==> src/rtl/exec_unit_pipe_if.sv <==
// Issue-side and CDB-side handshake bundle for the execution unit.
// slave = the unit itself, master = reservation station / CDB arbiter side.
interface exec_unit_pipe_if #(
    parameter int DATA_W = 8,
    parameter int TAG_W  = 3,
    parameter int REG_W  = 4
);
    logic              issue_valid;
    logic              issue_ready;
    logic [3:0]        func;
    logic [DATA_W-1:0] rs1_data;
    logic [DATA_W-1:0] rs2_data;
    logic [TAG_W-1:0]  rob_ind;
    logic [REG_W-1:0]  rd;
    logic              cdb_valid;
    logic              cdb_ready;
    logic [DATA_W-1:0] cdb_data;
    logic [TAG_W-1:0]  cdb_tag;
    logic [REG_W-1:0]  cdb_rd;
    logic              cdb_exc;

    modport slave (
        input  issue_valid, func, rs1_data, rs2_data, rob_ind, rd, cdb_ready,
        output issue_ready, cdb_valid, cdb_data, cdb_tag, cdb_rd, cdb_exc
    );

    modport master (
        output issue_valid, func, rs1_data, rs2_data, rob_ind, rd, cdb_ready,
        input  issue_ready, cdb_valid, cdb_data, cdb_tag, cdb_rd, cdb_exc
    );
endinterface

==> src/rtl/exec_unit_pipe.sv <==
// Single-op Tomasulo functional unit: ALU/SLT in one cycle, multi-cycle MUL,
// restoring divider, result broadcast on the CDB with valid/ready and flush support.
module exec_unit_pipe #(
    parameter int DATA_W  = 8,
    parameter int TAG_W   = 3,
    parameter int REG_W   = 4,
    parameter int MUL_LAT = 2
) (
    input  logic            clk1,
    input  logic            rst_n,
    input  logic            flush,
    exec_unit_pipe_if.slave bus
);
    localparam logic [3:0] F_ADD = 4'd0;
    localparam logic [3:0] F_SUB = 4'd1;
    localparam logic [3:0] F_MUL = 4'd2;
    localparam logic [3:0] F_DIV = 4'd3;
    localparam logic [3:0] F_AND = 4'd4;
    localparam logic [3:0] F_OR  = 4'd5;
    localparam logic [3:0] F_XOR = 4'd6;
    localparam logic [3:0] F_SLT = 4'd7;

    localparam int CNT_MAX = (DATA_W > MUL_LAT) ? DATA_W : MUL_LAT;
    localparam int CNT_W   = $clog2(CNT_MAX + 1);
    // EXEC lasts latency-1 cycles; the counter is loaded with that minus one.
    localparam logic [CNT_W-1:0] DIV_CNT = CNT_W'(DATA_W - 1);
    localparam logic [CNT_W-1:0] MUL_CNT = (MUL_LAT >= 2) ? CNT_W'(MUL_LAT - 2) : '0;

    typedef enum logic [1:0] {IDLE, EXEC, WB} state_t;

    state_t            state_reg, state_next;
    logic [CNT_W-1:0]  cnt_reg;
    logic [DATA_W-1:0] a_reg, b_reg, rem_reg, quo_reg;
    logic              is_div_reg;
    logic [DATA_W-1:0] cdb_data_reg;
    logic [TAG_W-1:0]  cdb_tag_reg;
    logic [REG_W-1:0]  cdb_rd_reg;
    logic              cdb_exc_reg;

    logic              issue_ready;
    logic              accept;
    logic              single_cycle;
    logic [DATA_W-1:0] alu_res;
    logic [DATA_W-1:0] mul_res;
    logic [DATA_W:0]   rem_shift, diff;
    logic [DATA_W-1:0] rem_step, quo_step;
    logic              b_zero;

    assign accept = bus.issue_valid && issue_ready;
    assign single_cycle = bus.func[3] || !((bus.func == F_MUL) || (bus.func == F_DIV))
                          || ((bus.func == F_MUL) && (MUL_LAT == 1));

    always_comb begin
        alu_res = '0;
        case (bus.func)
            F_ADD:   alu_res = bus.rs1_data + bus.rs2_data;
            F_SUB:   alu_res = bus.rs1_data - bus.rs2_data;
            F_MUL:   alu_res = bus.rs1_data * bus.rs2_data;
            F_AND:   alu_res = bus.rs1_data & bus.rs2_data;
            F_OR:    alu_res = bus.rs1_data | bus.rs2_data;
            F_XOR:   alu_res = bus.rs1_data ^ bus.rs2_data;
            F_SLT:   alu_res = {{(DATA_W-1){1'b0}},
                                ($signed(bus.rs1_data) < $signed(bus.rs2_data))};
            default: alu_res = '0;
        endcase
    end

    // One restoring-division step; diff[DATA_W] is the borrow (trial subtract failed).
    assign b_zero    = (b_reg == '0);
    assign rem_shift = {rem_reg, quo_reg[DATA_W-1]};
    assign diff      = rem_shift - {1'b0, b_reg};
    assign rem_step  = diff[DATA_W] ? rem_shift[DATA_W-1:0] : diff[DATA_W-1:0];
    assign quo_step  = {quo_reg[DATA_W-2:0], (~diff[DATA_W]) | b_zero};
    assign mul_res   = a_reg * b_reg;

    always_ff @(posedge clk1 or negedge rst_n) begin
        if (!rst_n) state_reg <= IDLE;
        else        state_reg <= state_next;
    end

    always_comb begin
        state_next = state_reg;
        if (flush) begin
            state_next = IDLE;
        end else begin
            case (state_reg)
                IDLE: if (accept) state_next = single_cycle ? WB : EXEC;
                EXEC: if (cnt_reg == '0) state_next = WB;
                WB: begin
                    if (accept)             state_next = single_cycle ? WB : EXEC;
                    else if (bus.cdb_ready) state_next = IDLE;
                end
                default: state_next = IDLE;
            endcase
        end
    end

    always_comb begin
        issue_ready   = rst_n && !flush &&
                        ((state_reg == IDLE) || ((state_reg == WB) && bus.cdb_ready));
        bus.cdb_valid = (state_reg == WB);
    end

    always_ff @(posedge clk1 or negedge rst_n) begin
        if (!rst_n) begin
            cnt_reg      <= '0;
            a_reg        <= '0;
            b_reg        <= '0;
            rem_reg      <= '0;
            quo_reg      <= '0;
            is_div_reg   <= 1'b0;
            cdb_data_reg <= '0;
            cdb_tag_reg  <= '0;
            cdb_rd_reg   <= '0;
            cdb_exc_reg  <= 1'b0;
        end else if (accept) begin
            // tag/rd go straight to the CDB regs: any previous result retires this edge
            cdb_tag_reg <= bus.rob_ind;
            cdb_rd_reg  <= bus.rd;
            a_reg       <= bus.rs1_data;
            b_reg       <= bus.rs2_data;
            rem_reg     <= '0;
            quo_reg     <= bus.rs1_data;
            is_div_reg  <= (bus.func == F_DIV);
            cnt_reg     <= (bus.func == F_DIV) ? DIV_CNT : MUL_CNT;
            if (single_cycle) begin
                cdb_data_reg <= alu_res;
                cdb_exc_reg  <= bus.func[3];
            end
        end else if ((state_reg == EXEC) && !flush) begin
            if (is_div_reg) begin
                rem_reg <= rem_step;
                quo_reg <= quo_step;
            end
            if (cnt_reg == '0) begin
                cdb_data_reg <= is_div_reg ? quo_step : mul_res;
                cdb_exc_reg  <= is_div_reg && b_zero;
            end else begin
                cnt_reg <= cnt_reg - CNT_W'(1);
            end
        end
    end

    assign bus.issue_ready = issue_ready;
    assign bus.cdb_data    = cdb_data_reg;
    assign bus.cdb_tag     = cdb_tag_reg;
    assign bus.cdb_rd      = cdb_rd_reg;
    assign bus.cdb_exc     = cdb_exc_reg;
endmodule

==> src/flat_wrapper.sv <==
// flat-port wrapper written by rule: the top's interface ports become plain ports
module exec_unit_pipe_flat 
#(
    parameter int DATA_W  = 8,
    parameter int TAG_W   = 3,
    parameter int REG_W   = 4,
    parameter int MUL_LAT = 2
)
  (clk1, rst_n, flush, bus_issue_valid, bus_func, bus_rs1_data, bus_rs2_data, bus_rob_ind, bus_rd, bus_cdb_ready, bus_issue_ready, bus_cdb_valid, bus_cdb_data, bus_cdb_tag, bus_cdb_rd, bus_cdb_exc);
  exec_unit_pipe_if #(.DATA_W(DATA_W), .TAG_W(TAG_W), .REG_W(REG_W)) bus_i ();
  input  logic clk1;
  input  logic rst_n;
  input  logic flush;
  input wire logic [$bits(bus_i.issue_valid)-1:0] bus_issue_valid;
  input wire logic [$bits(bus_i.func)-1:0] bus_func;
  input wire logic [$bits(bus_i.rs1_data)-1:0] bus_rs1_data;
  input wire logic [$bits(bus_i.rs2_data)-1:0] bus_rs2_data;
  input wire logic [$bits(bus_i.rob_ind)-1:0] bus_rob_ind;
  input wire logic [$bits(bus_i.rd)-1:0] bus_rd;
  input wire logic [$bits(bus_i.cdb_ready)-1:0] bus_cdb_ready;
  output wire logic [$bits(bus_i.issue_ready)-1:0] bus_issue_ready;
  output wire logic [$bits(bus_i.cdb_valid)-1:0] bus_cdb_valid;
  output wire logic [$bits(bus_i.cdb_data)-1:0] bus_cdb_data;
  output wire logic [$bits(bus_i.cdb_tag)-1:0] bus_cdb_tag;
  output wire logic [$bits(bus_i.cdb_rd)-1:0] bus_cdb_rd;
  output wire logic [$bits(bus_i.cdb_exc)-1:0] bus_cdb_exc;
  assign bus_i.issue_valid = bus_issue_valid;
  assign bus_i.func = bus_func;
  assign bus_i.rs1_data = bus_rs1_data;
  assign bus_i.rs2_data = bus_rs2_data;
  assign bus_i.rob_ind = bus_rob_ind;
  assign bus_i.rd = bus_rd;
  assign bus_i.cdb_ready = bus_cdb_ready;
  assign bus_issue_ready = bus_i.issue_ready;
  assign bus_cdb_valid = bus_i.cdb_valid;
  assign bus_cdb_data = bus_i.cdb_data;
  assign bus_cdb_tag = bus_i.cdb_tag;
  assign bus_cdb_rd = bus_i.cdb_rd;
  assign bus_cdb_exc = bus_i.cdb_exc;
  exec_unit_pipe #(.DATA_W(DATA_W), .TAG_W(TAG_W), .REG_W(REG_W), .MUL_LAT(MUL_LAT)) u_core (.clk1(clk1), .rst_n(rst_n), .flush(flush), .bus(bus_i));
endmodule
==> config.mk <==
export PLATFORM = sky130hd
export DESIGN_NAME = exec_unit_pipe_flat
export DESIGN_NICKNAME = d
export VERILOG_FILES = /design/src/rtl/exec_unit_pipe_if.sv /design/src/rtl/exec_unit_pipe.sv /design/src/flat_wrapper.sv
export SDC_FILE = /design/constraint.sdc
export NUM_CORES = 1
export LEC_CHECK = 0
export BUFFER_PORTS_ARGS = -buffer_cell sky130_fd_sc_hd__buf_4
export CELL_PAD_IN_SITES_DETAIL_PLACEMENT = 1
export CELL_PAD_IN_SITES_GLOBAL_PLACEMENT = 1
export CORE_ASPECT_RATIO = 0.8
export CORE_UTILIZATION = 31
export DETAILED_ROUTE_END_ITERATION = 7
export PLACE_DENSITY = 0.66
export SLEW_MARGIN = 0
export SYNTH_ARGS = -nofsm -noshare
export SYNTH_HDL_FRONTEND = slang
export SYNTH_SLANG_ARGS = --single-unit
==> constraint.sdc <==
create_clock -name clk1 -period 3.5 [get_ports clk1]
set_input_delay 0.7 -clock clk1 [delete_from_list [all_inputs] [get_ports clk1]]
set_output_delay 0.7 -clock clk1 [all_outputs]
set_load 0.005 [all_outputs]
# == Word level (Yosys, flattened, before mapping) ==
# Cells that the tools add are included.
# W data, S select, Z words.
# totals
regBits,55
out_inout_bits,18
wordCells,87
# classes
n_addsub,4
mul,2
n_lt_le_gt_ge,1
eq_ne,14
muxes,28
bitwise,5
reduce_logical,22
# ops
cell,n
$mux W8,12
$pmux W8 S7,1
$eq A4 B3 Y1 const B,4
$mul A8 B8 Y8,2
$mux W2,6
$mux W4,3
$sub A9 B8 Y9,1
$add A8 B8 Y8,1
$and A8 B8 Y8,1
$eq A4 B2 Y1 const B,2
$logic_not A4 Y1,2
$logic_not A8 Y1,1
$lt A8 B8 Y1,1
$or A8 B8 Y8,1
$sub A8 B8 Y8,1
$xor A8 B8 Y8,1
$logic_and A1 B1 Y1,6
$ne A3 B2 Y1 const B,2
$pmux W2 S3,1
$reduce_and A3 Y1,2
$reduce_bool A2 Y1,3
$eq A4 B1 Y1 const B,1
$mux W1,4
$ne A4 B3 Y1 const B,1
other kinds (12),16

# == Longest topological paths before layout ==
# Gate-level depths: netlist (run 1).
# logic_depth
depth_word,8
ltp_mapped,18
depth_no_buf,18

# == Worst setup path before layout (run 1) ==
# No wires, ideal clock.
# synth_path
path_type,in2reg
startpoint,input port bus_rs2_data[3]
endpoint,"register u_core.cdb_data_reg[7], in the netlist u_core.bus.cdb_data[7]"
setup_ps,77
t_arrival_ps,4266
t_required_ps,3423
path_slack_ps,-843
cell_stages,17
cell_sequence,ha_1 > inv_1 > fa_1 > inv_1 > ha_1 > fa_1 > inv_1 > fa_1 > inv_1 > ha_1 > a21oi_1 > xnor3_1 > xnor3_1 > nand2_1 > a21oi_2 > o21ai_1 > a21oi_1
# synth_between
elab_chain_len,4
elab_cells_between_ends,6
classes_between,2 x add/sub; 1 x mul; 3 x mux
# synth_lines
element,line,source
start: declaration,flat_wrapper.sv:17,input wire logic [$bits(bus_i.rs2_data)-1:0] bus_rs2_data;
"$mul A8 B8 Y8, or another cell as far along",exec_unit_pipe.sv:58,F_MUL: alu_res = bus.rs1_data * bus.rs2_data;
$pmux W8 S7 *,exec_unit_pipe.sv:55,case (bus.func)
$mux W8 *,exec_unit_pipe.sv:126,if (single_cycle) begin
$mux W8 *,exec_unit_pipe.sv:116,end else if (accept) begin
end signal: assignment,exec_unit_pipe.sv:127,cdb_data_reg <= alu_res;
end signal: assignment,exec_unit_pipe.sv:136,cdb_data_reg <= is_div_reg ? quo_step : mul_res;
end: declaration,exec_unit_pipe.sv:35,logic [DATA_W-1:0] cdb_data_reg;
# Every way passes the cells marked *; elsewhere a longest branch is shown, timed or not. The select of a mux whose other input is x is not followed.
# A chain may end at the register's enable or synchronous reset.

# == Final worst setup path (run 1) ==
# layout_path
startpoint,input port bus_rs1_data[3]
endpoint,"register u_core.cdb_data_reg[7], in the netlist u_core.bus.cdb_data[7]"
# layout_between
elab_chain_len,4
elab_cells_between_ends,6
classes_between,2 x add/sub; 1 x mul; 3 x mux
# layout_lines
element,line,source
start: declaration,flat_wrapper.sv:16,input wire logic [$bits(bus_i.rs1_data)-1:0] bus_rs1_data;
"$mul A8 B8 Y8, or another cell as far along",exec_unit_pipe.sv:58,
$pmux W8 S7 *,exec_unit_pipe.sv:55,
$mux W8 *,exec_unit_pipe.sv:126,
$mux W8 *,exec_unit_pipe.sv:116,
# Marked as above.

==> key figures, run 1 <==
Pwr
  • Overall Power: 3.25 mW
  • Worst VDD drop: 195 µV
  • Leak Pwr: 3.53 nW
  • Power density over the cells: 450 mW/mm²

Place
  • Port bufs: 49
  • GPL Wtd Cong: 0.839
  • Worst slack at placement: -0.766 ns
  • Dpl hpwl: 14.3 mm
  • Post-DP Area: 0.00670 mm²
  • Placed insts: 980

Clocking
  • Cts hold-fix bufs: 0
  • Clk buf depth: 2
  • Clk slew on worst S/H paths: 0.08 ns
  • H-tree levels: 2
  • CTS tree: built
  • Clk Tree Root Cell: clkbuf_16
  • CTS Buf Count: 5
  • Clk sinks: 55
  • Clk_lat worst skew: 0.30 ns

GRT
  • Pin count of the biggest net entering global routing: 56
  • Initial antenna violation count: 0
  • Gr usage total: 19.7%
  • Vias in the first global route: 5388
  • First-pass GRT wire length: 28.6 mm
  • Grt ovf: 0

Logic synthesis
  • Async SR Flop Fraction: 100%
  • Yosys Warn Count: 0
  • Mapped Avg Cell Area: 8.42 µm²
  • Post-Syn Nets: 786
  • Cell area after synthesis: 0.00558 mm²
  • Number of synthesized flops with an enable pin: 0
  • Post-synth top flop: dfrtp_1
  • Synth Register Bits: 55
  • Yosys cell types: 59
  • Seq/Total Area, Yosys: 24.7%
  • Post-Syn Instances: 662

Final layout
  • Share of cells above drive strength 1: 27.2%
  • Area growth from synthesis to layout: 29.6%
  • Final net count: 894
  • N_diodes: 0
  • Design Area, Final: 0.00723 mm²
  • Post-route insts no fill: 996
  • Final core occ: 41.3%

Floorplanning
  • Die width: 152 µm
  • Die ar.: 0.0185 mm²
  • CORE AREA: 0.0175 mm²
  • Initial core utilization: 31.9%
  • Ports: 50
  • Die H: 122 µm
  • Row count: 43

Route
  • DR WL/cell: 17.7 µm
  • Routed vias: 4926
  • Initial DRC count: 221
  • Vias per cell: 4.95
  • DRC Markers: 8
  • Final WL: 17.7 mm
  • Post-route ant nets: 0
  • First-pass iteration count of the detailed router: 6

Worst setup path
  • Critical path launch point type: input port
  • Cell chain of the critical path: buf_8 > nand2_4 > fa_2 > fa_1 > inv_1 > fa_1 > inv_1 > fa_1 > inv_2 > ha_4 > a21oi_2 > xnor3_1 > xnor3_1 > nand2_1 > a21oi_2 > o21ai_1 > a21oi_1
  • Crit-path most repeated cell: fa_1
  • Critical Path RT: 3.73 ns
  • Crit Path Max Fanout: 4
  • Delay of the slowest critical-path stage: 0.49 ns
  • Slowest cell on the critical path: fa_1
  • Crit. End Element: flop
  • WP data arrival: 4.10 ns
  • Crit path kind: input port to flop

STA
  • Post-route setup slack: -0.364 ns
  • Actual slew at the worst max-slew pin: 1.22 ns
  • Slew Viols, Final: 0
  • Max Fclk: 259 MHz
  • Clk_skew: 0.00850 ns
  • Relative slew slack: 17.5%
  • Final worst path period share: 110%
  • Number of setup violations in the final report: 2
  • WHS: 0.487 ns
  • Crit path time final: 3.86 ns
  • TNS Setup: -0.575 ns
  • RSZ-0062 raised after global routing: true
  • Hold Violations, Final: 0

Status
  • Violated checks: design-rule violations, negative setup slack
  • Run status: complete, but fails checks

Flow run
  • Max-cap viol count: 0

Min path
  • Worst hold path type: flop to flop
-- cells in the mapped netlist, types with 5 or more instances --
library cell,instances,area [µm²]
a221oi_1,5,43.8
ha_1,65,813
clkbuf_1,14,52.6
a21o_1,12,90.1
and3_1,5,31.3
xor2_1,13,114
dfrtp_1,55,1380
xnor2_1,26,228
nor2_1,60,225
and2_1,28,175
o21ai_0,10,50.1
a221o_1,5,50.1
inv_1,81,304
o21ai_1,30,150
fa_1,27,541
nor2b_1,7,43.8
nand3_1,11,55.1
mux2i_1,11,110
a21oi_1,28,140
nor3_1,11,55.1
nand2_1,88,330
-- cell type report --
type | instances | area, µm²
Multi-Input combinational cell | 502 | 4100
Sequential cell | 55 | 1380
Timing Repair Buffer | 121 | 967
Clock buffer | 5 | 125
Clock inverter | 3 | 46.3
Inverter | 85 | 324
Fill cell | 2096 | 10300
Tap cell | 225 | 282
-- report_power, final --
| group | internal [mW] | switching [mW] | leakage (nW) |
|---|---|---|---|
| logic | 0.913 | 0.904 | 2.76 |
| registers | 0.744 | 0.0992 | 0.690 |
| clock network | 0.341 | 0.254 | 0.0804 |
| total | 2.00 | 1.26 | 3.53 |
-- cell families after synthesis --
family | synth area share (%)
simple gates | 18.2
compound gates | 15.2
flops | 24.7
buf+inv | 7.22
fa+ha+maj | 24.3
mux | 3.19
xor+xnor | 7.22
-- layer usage --
layer	up-vias	wire length, µm	GRT usage, %
met5	-	0	0
met4	0	292	5.42
met3	15	452	1.99
met2	63	8560	34.7
met1	2443	8360	25.8
li1	2405	-	-
-- timing repair --
action,CTS,global route
cloned,0,0
buffers inserted,5,3
endpoints found under the hold margin,0,0
setup endpoints to repair,4,4
resized for setup,43,30
pin swaps,21,36
-- path summary, 6_finish.rpt --
check | depth (start not counted) | to | slack (ns) | start
setup / recovery | 17 | u_core.bus.cdb_data[7]$_DFFE_PN0P_ | -0.36 | bus_rs1_data[3]
hold / removal | 2 | u_core.bus.cdb_rd[2]$_DFFE_PN0P_ | 0.49 | u_core.bus.cdb_rd[2]$_DFFE_PN0P_
setup reg to reg | 14 | u_core.bus.cdb_data[7]$_DFFE_PN0P_ | -0.29 | u_core.a_reg[1]$_DFFE_PN0P_
hold reg to reg | 2 | u_core.bus.cdb_rd[2]$_DFFE_PN0P_ | 0.49 | u_core.bus.cdb_rd[2]$_DFFE_PN0P_
max in group asynchronous | 2 | u_core.b_reg[3]$_DFFE_PN0P_ | 2.36 | rst_n
min in group asynchronous | 2 | u_core.rem_reg[5]$_DFFE_PN0P_ | 0.60 | rst_n
-- critical path: cells and delay by family --
kind,cells,cell delay (ns)
and+or+nand+nor,2,0.14
xor gates and xnor gates,2,0.48
adders and majority gates,5,2.08
AOI/OAI and AO/OA,4,0.46
buffers and inverters,4,0.24
-- placed cells by master, fill, tap and decap left out, types with 5 or more instances in the layout --
cell       synthesis  final
fa_2               0      7
nor2_1            60     57
dfrtp_1           55     50
mux2i_1           11     11
and2_4             0      5
nand2_1           88     84
and2_1            28     23
a21o_1            12     12
inv_2              2     13
xnor2_1           26     22
clkbuf_16          0      5
nor3_1            11     10
buf_4              1    112
dfrtp_2            0      5
inv_1             81     69
o21ai_1           30     32
fa_1              27     20
and3_1             5      5
a221o_1            5      5
ha_1              65     55
o21ai_0           10      7
nor2b_1            7      7
xor2_1            13     10
buf_6              0      5
a21oi_2            1      5
a21oi_1           28     22
ha_4               0      8
nand3_1           11     11
No activity file was read; power rests on OpenSTA's default activity.
==> inputs of run 2 (changes only) <==
Settings changed: BUFFER_PORTS_ARGS -buffer_cell sky130_fd_sc_hd__buf_4 to default, DONT_BUFFER_PORTS from default to 1, PLACE_DENSITY 0.66 to 0.62.
==> run 2 against run 1 <==
  * The run still ends with design-rule violations, negative setup slack left
  * Worst setup slack better by 0.096 ns
  * Maximum frequency is 2.5% higher
  * First-iteration DRC count increased by 4.5%
  * Critical path type unchanged
  * Largest cell class unchanged
  * Largest power group unchanged
==> key figures, run 2 (synthesis gave the netlist of run 1 again) <==
Route
  • DR WL/cell: 18.5 µm
  • Post-route ant nets: 0
  • First-pass iteration count of the detailed router: 6
  • Initial DRC count: 231
  • Vias per cell: 5.16
  • Routed vias: 4764
  • Final WL: 17.1 mm
  • DRC Markers: 10

GRT
  • Pin count of the biggest net entering global routing: 57
  • Gr usage total: 19.2%
  • Vias in the first global route: 5210
  • First-pass GRT wire length: 27.9 mm
  • Grt ovf: 0
  • Initial antenna violation count: 0

Floorplanning
  • Die ar.: 0.0185 mm²
  • CORE AREA: 0.0175 mm²
  • Ports: 50
  • Die width: 152 µm
  • Row count: 43
  • Initial core utilization: 31.9%
  • Die H: 122 µm

Worst setup path
  • Slowest cell on the critical path: fa_1
  • Critical Path End: u_core.bus.cdb_data[7]$_DFFE_PN0P_
  • Worst R2R Path Depth: 14
  • Crit path kind: input port to flop
  • Critical path launch point type: input port
  • Cell chain of the critical path: nand2_8 > fa_2 > fa_1 > inv_1 > fa_1 > inv_1 > fa_1 > inv_2 > ha_4 > a21oi_2 > xnor3_1 > xnor3_1 > nand2_1 > a21oi_2 > o21ai_1 > a21oi_1
  • Crit-path most repeated cell: fa_1
  • Delay of the slowest critical-path stage: 0.51 ns
  • Reg2Reg Setup Slack: -0.25 ns
  • Crit. End Element: flop
  • Crit Path Max Fanout: 6
  • Critical Path RT: 3.73 ns
  • WP data arrival: 4.00 ns
  • Crit. Startpoint: bus_rs2_data[2]
  • Reg-to-reg endpoint: u_core.bus.cdb_data[7]$_DFFE_PN0P_
  • Reg2reg start: u_core.b_reg[4]$_DFFE_PN0P_

Final layout
  • Final core occ: 37.6%
  • Most frequent cells in the layout: 86 x nand2_1, 69 x inv_1, 60 x nor2_1
  • Fillers: 2061
  • Commonest non-fill, non-tap cell in the layout: nand2_1
  • N_diodes: 0
  • Final net count: 822
  • Area growth from synthesis to layout: 17.9%
  • Share of cells above drive strength 1: 18.0%

STA
  • Final worst path period share: 108%
  • Crit path time final: 3.77 ns
  • Clk_skew: 0.0115 ns
  • Actual slew at the worst max-slew pin: 0.718 ns
  • Max Fclk: 265 MHz
  • Relative slew slack: 52.2%
  • Post-route setup slack: -0.268 ns
  • Hold Violations, Final: 0
  • Number of setup violations in the final report: 3
  • Slew Viols, Final: 0
  • TNS Setup: -0.457 ns
  • RSZ-0062 raised after global routing: true

Clocking
  • CTS tree: built
  • Cts hold-fix bufs: 0
  • Clk slew on worst S/H paths: 0.07 ns
  • Clk buf depth: 2
  • H-tree levels: 2
  • Clk Tree Root Cell: clkbuf_16
  • Clk_lat worst skew: 0.31 ns
  • Clk sinks: 55
  • CTS Buf Count: 5

Pwr
  • Worst VDD drop: 206 µV
  • Power density over the cells: 454 mW/mm²
  • Leak Pwr: 3.13 nW

Status
  • Run status: complete, but fails checks
  • Violated checks: design-rule violations, negative setup slack

Place
  • Port bufs: 0
  • Dpl hpwl: 13.8 mm
  • GPL Wtd Cong: 0.837

Flow run
  • Max-cap viol count: 0

Min path
  • Worst hold path type: input port to async pin
run 2: cell type report:
type / instances / area (µm²) / area share (%)
repair buffers: 49 / 383 / 5.82
clock buffers: 7 / 133 / 2.02
flip-flops and latches: 55 / 1380 / 21.0
well taps: 225 / 282 / 4.28
inverters: 85 / 320 / 4.87
multi-input cells: 502 / 4070 / 61.9
clock inverters: 1 / 8.76 / 0.133
run 2: layer usage:
layer / vias to the layer above / wire [µm] / GRT usage [%]
li1: 2260 / - / -
met1: 2408 / 8140 / 26.2
met2: 86 / 7950 / 32.6
met3: 10 / 755 / 2.49
met4: 0 / 206 / 4.34
met5: - / 0 / 0
run 2: power breakdown:
part	internal [mW]	total [mW]	switching (mW)
logic	0.803	1.61	0.810
registers	0.744	0.856	0.112
clock network	0.270	0.514	0.244
run 2: critical path: cells and delay by family:
family | cells | cell delay, ns
buffers and inverters | 3 | 0.15
adders and majority gates | 5 | 2.08
xor gates and xnor gates | 2 | 0.51
and+or+nand+nor | 2 | 0.11
AOI/OAI and AO/OA | 4 | 0.45
run 2: per-stage QoR:
| stage | cells | total power, mW | setup slack [ns] | area (µm²) | hold slack [ns] |
|---|---|---|---|---|---|
| floorplan | 662 | 1.78 | -0.354 | 5650 | 0.404 |
| CTS | 924 | 2.93 | -0.268 | 6480 | 0.0762 |
| global route | 924 | 3.22 | -0.465 | 6580 | 0.0741 |
| global placement | 915 | 2.20 | -0.518 | 6210 | 0.407 |
| detailed placement | 915 | 2.26 | -0.614 | 6210 | 0.410 |
| finish | 924 | 2.98 | -0.268 | 6580 | 0.0889 |
run 2: what timing repair did:
item | in CTS | in global routing
endpoints found under the setup margin | 4 | 4
gates cloned | 0 | 0
pin swaps | 21 | 14
gates resized for setup | 26 | 26
setup buffers | 1 | 1
run 2: how the worst min path moves through the flow:
stage	from	endpoint	slack, ns	cells after the start
floorplan	rst_n	u_core.a_reg[0]$_DFFE_PN0P_	0.40	0
global placement	rst_n	u_core.rem_reg[7]$_DFFE_PN0P_	0.41	0
detailed placement	rst_n	u_core.bus.cdb_tag[0]$_DFFE_PN0P_	0.41	0
CTS	rst_n	u_core.bus.cdb_tag[0]$_DFFE_PN0P_	0.08	0
global route	rst_n	u_core.bus.cdb_tag[0]$_DFFE_PN0P_	0.07	0
finish	rst_n	u_core.bus.cdb_tag[0]$_DFFE_PN0P_	0.09	0
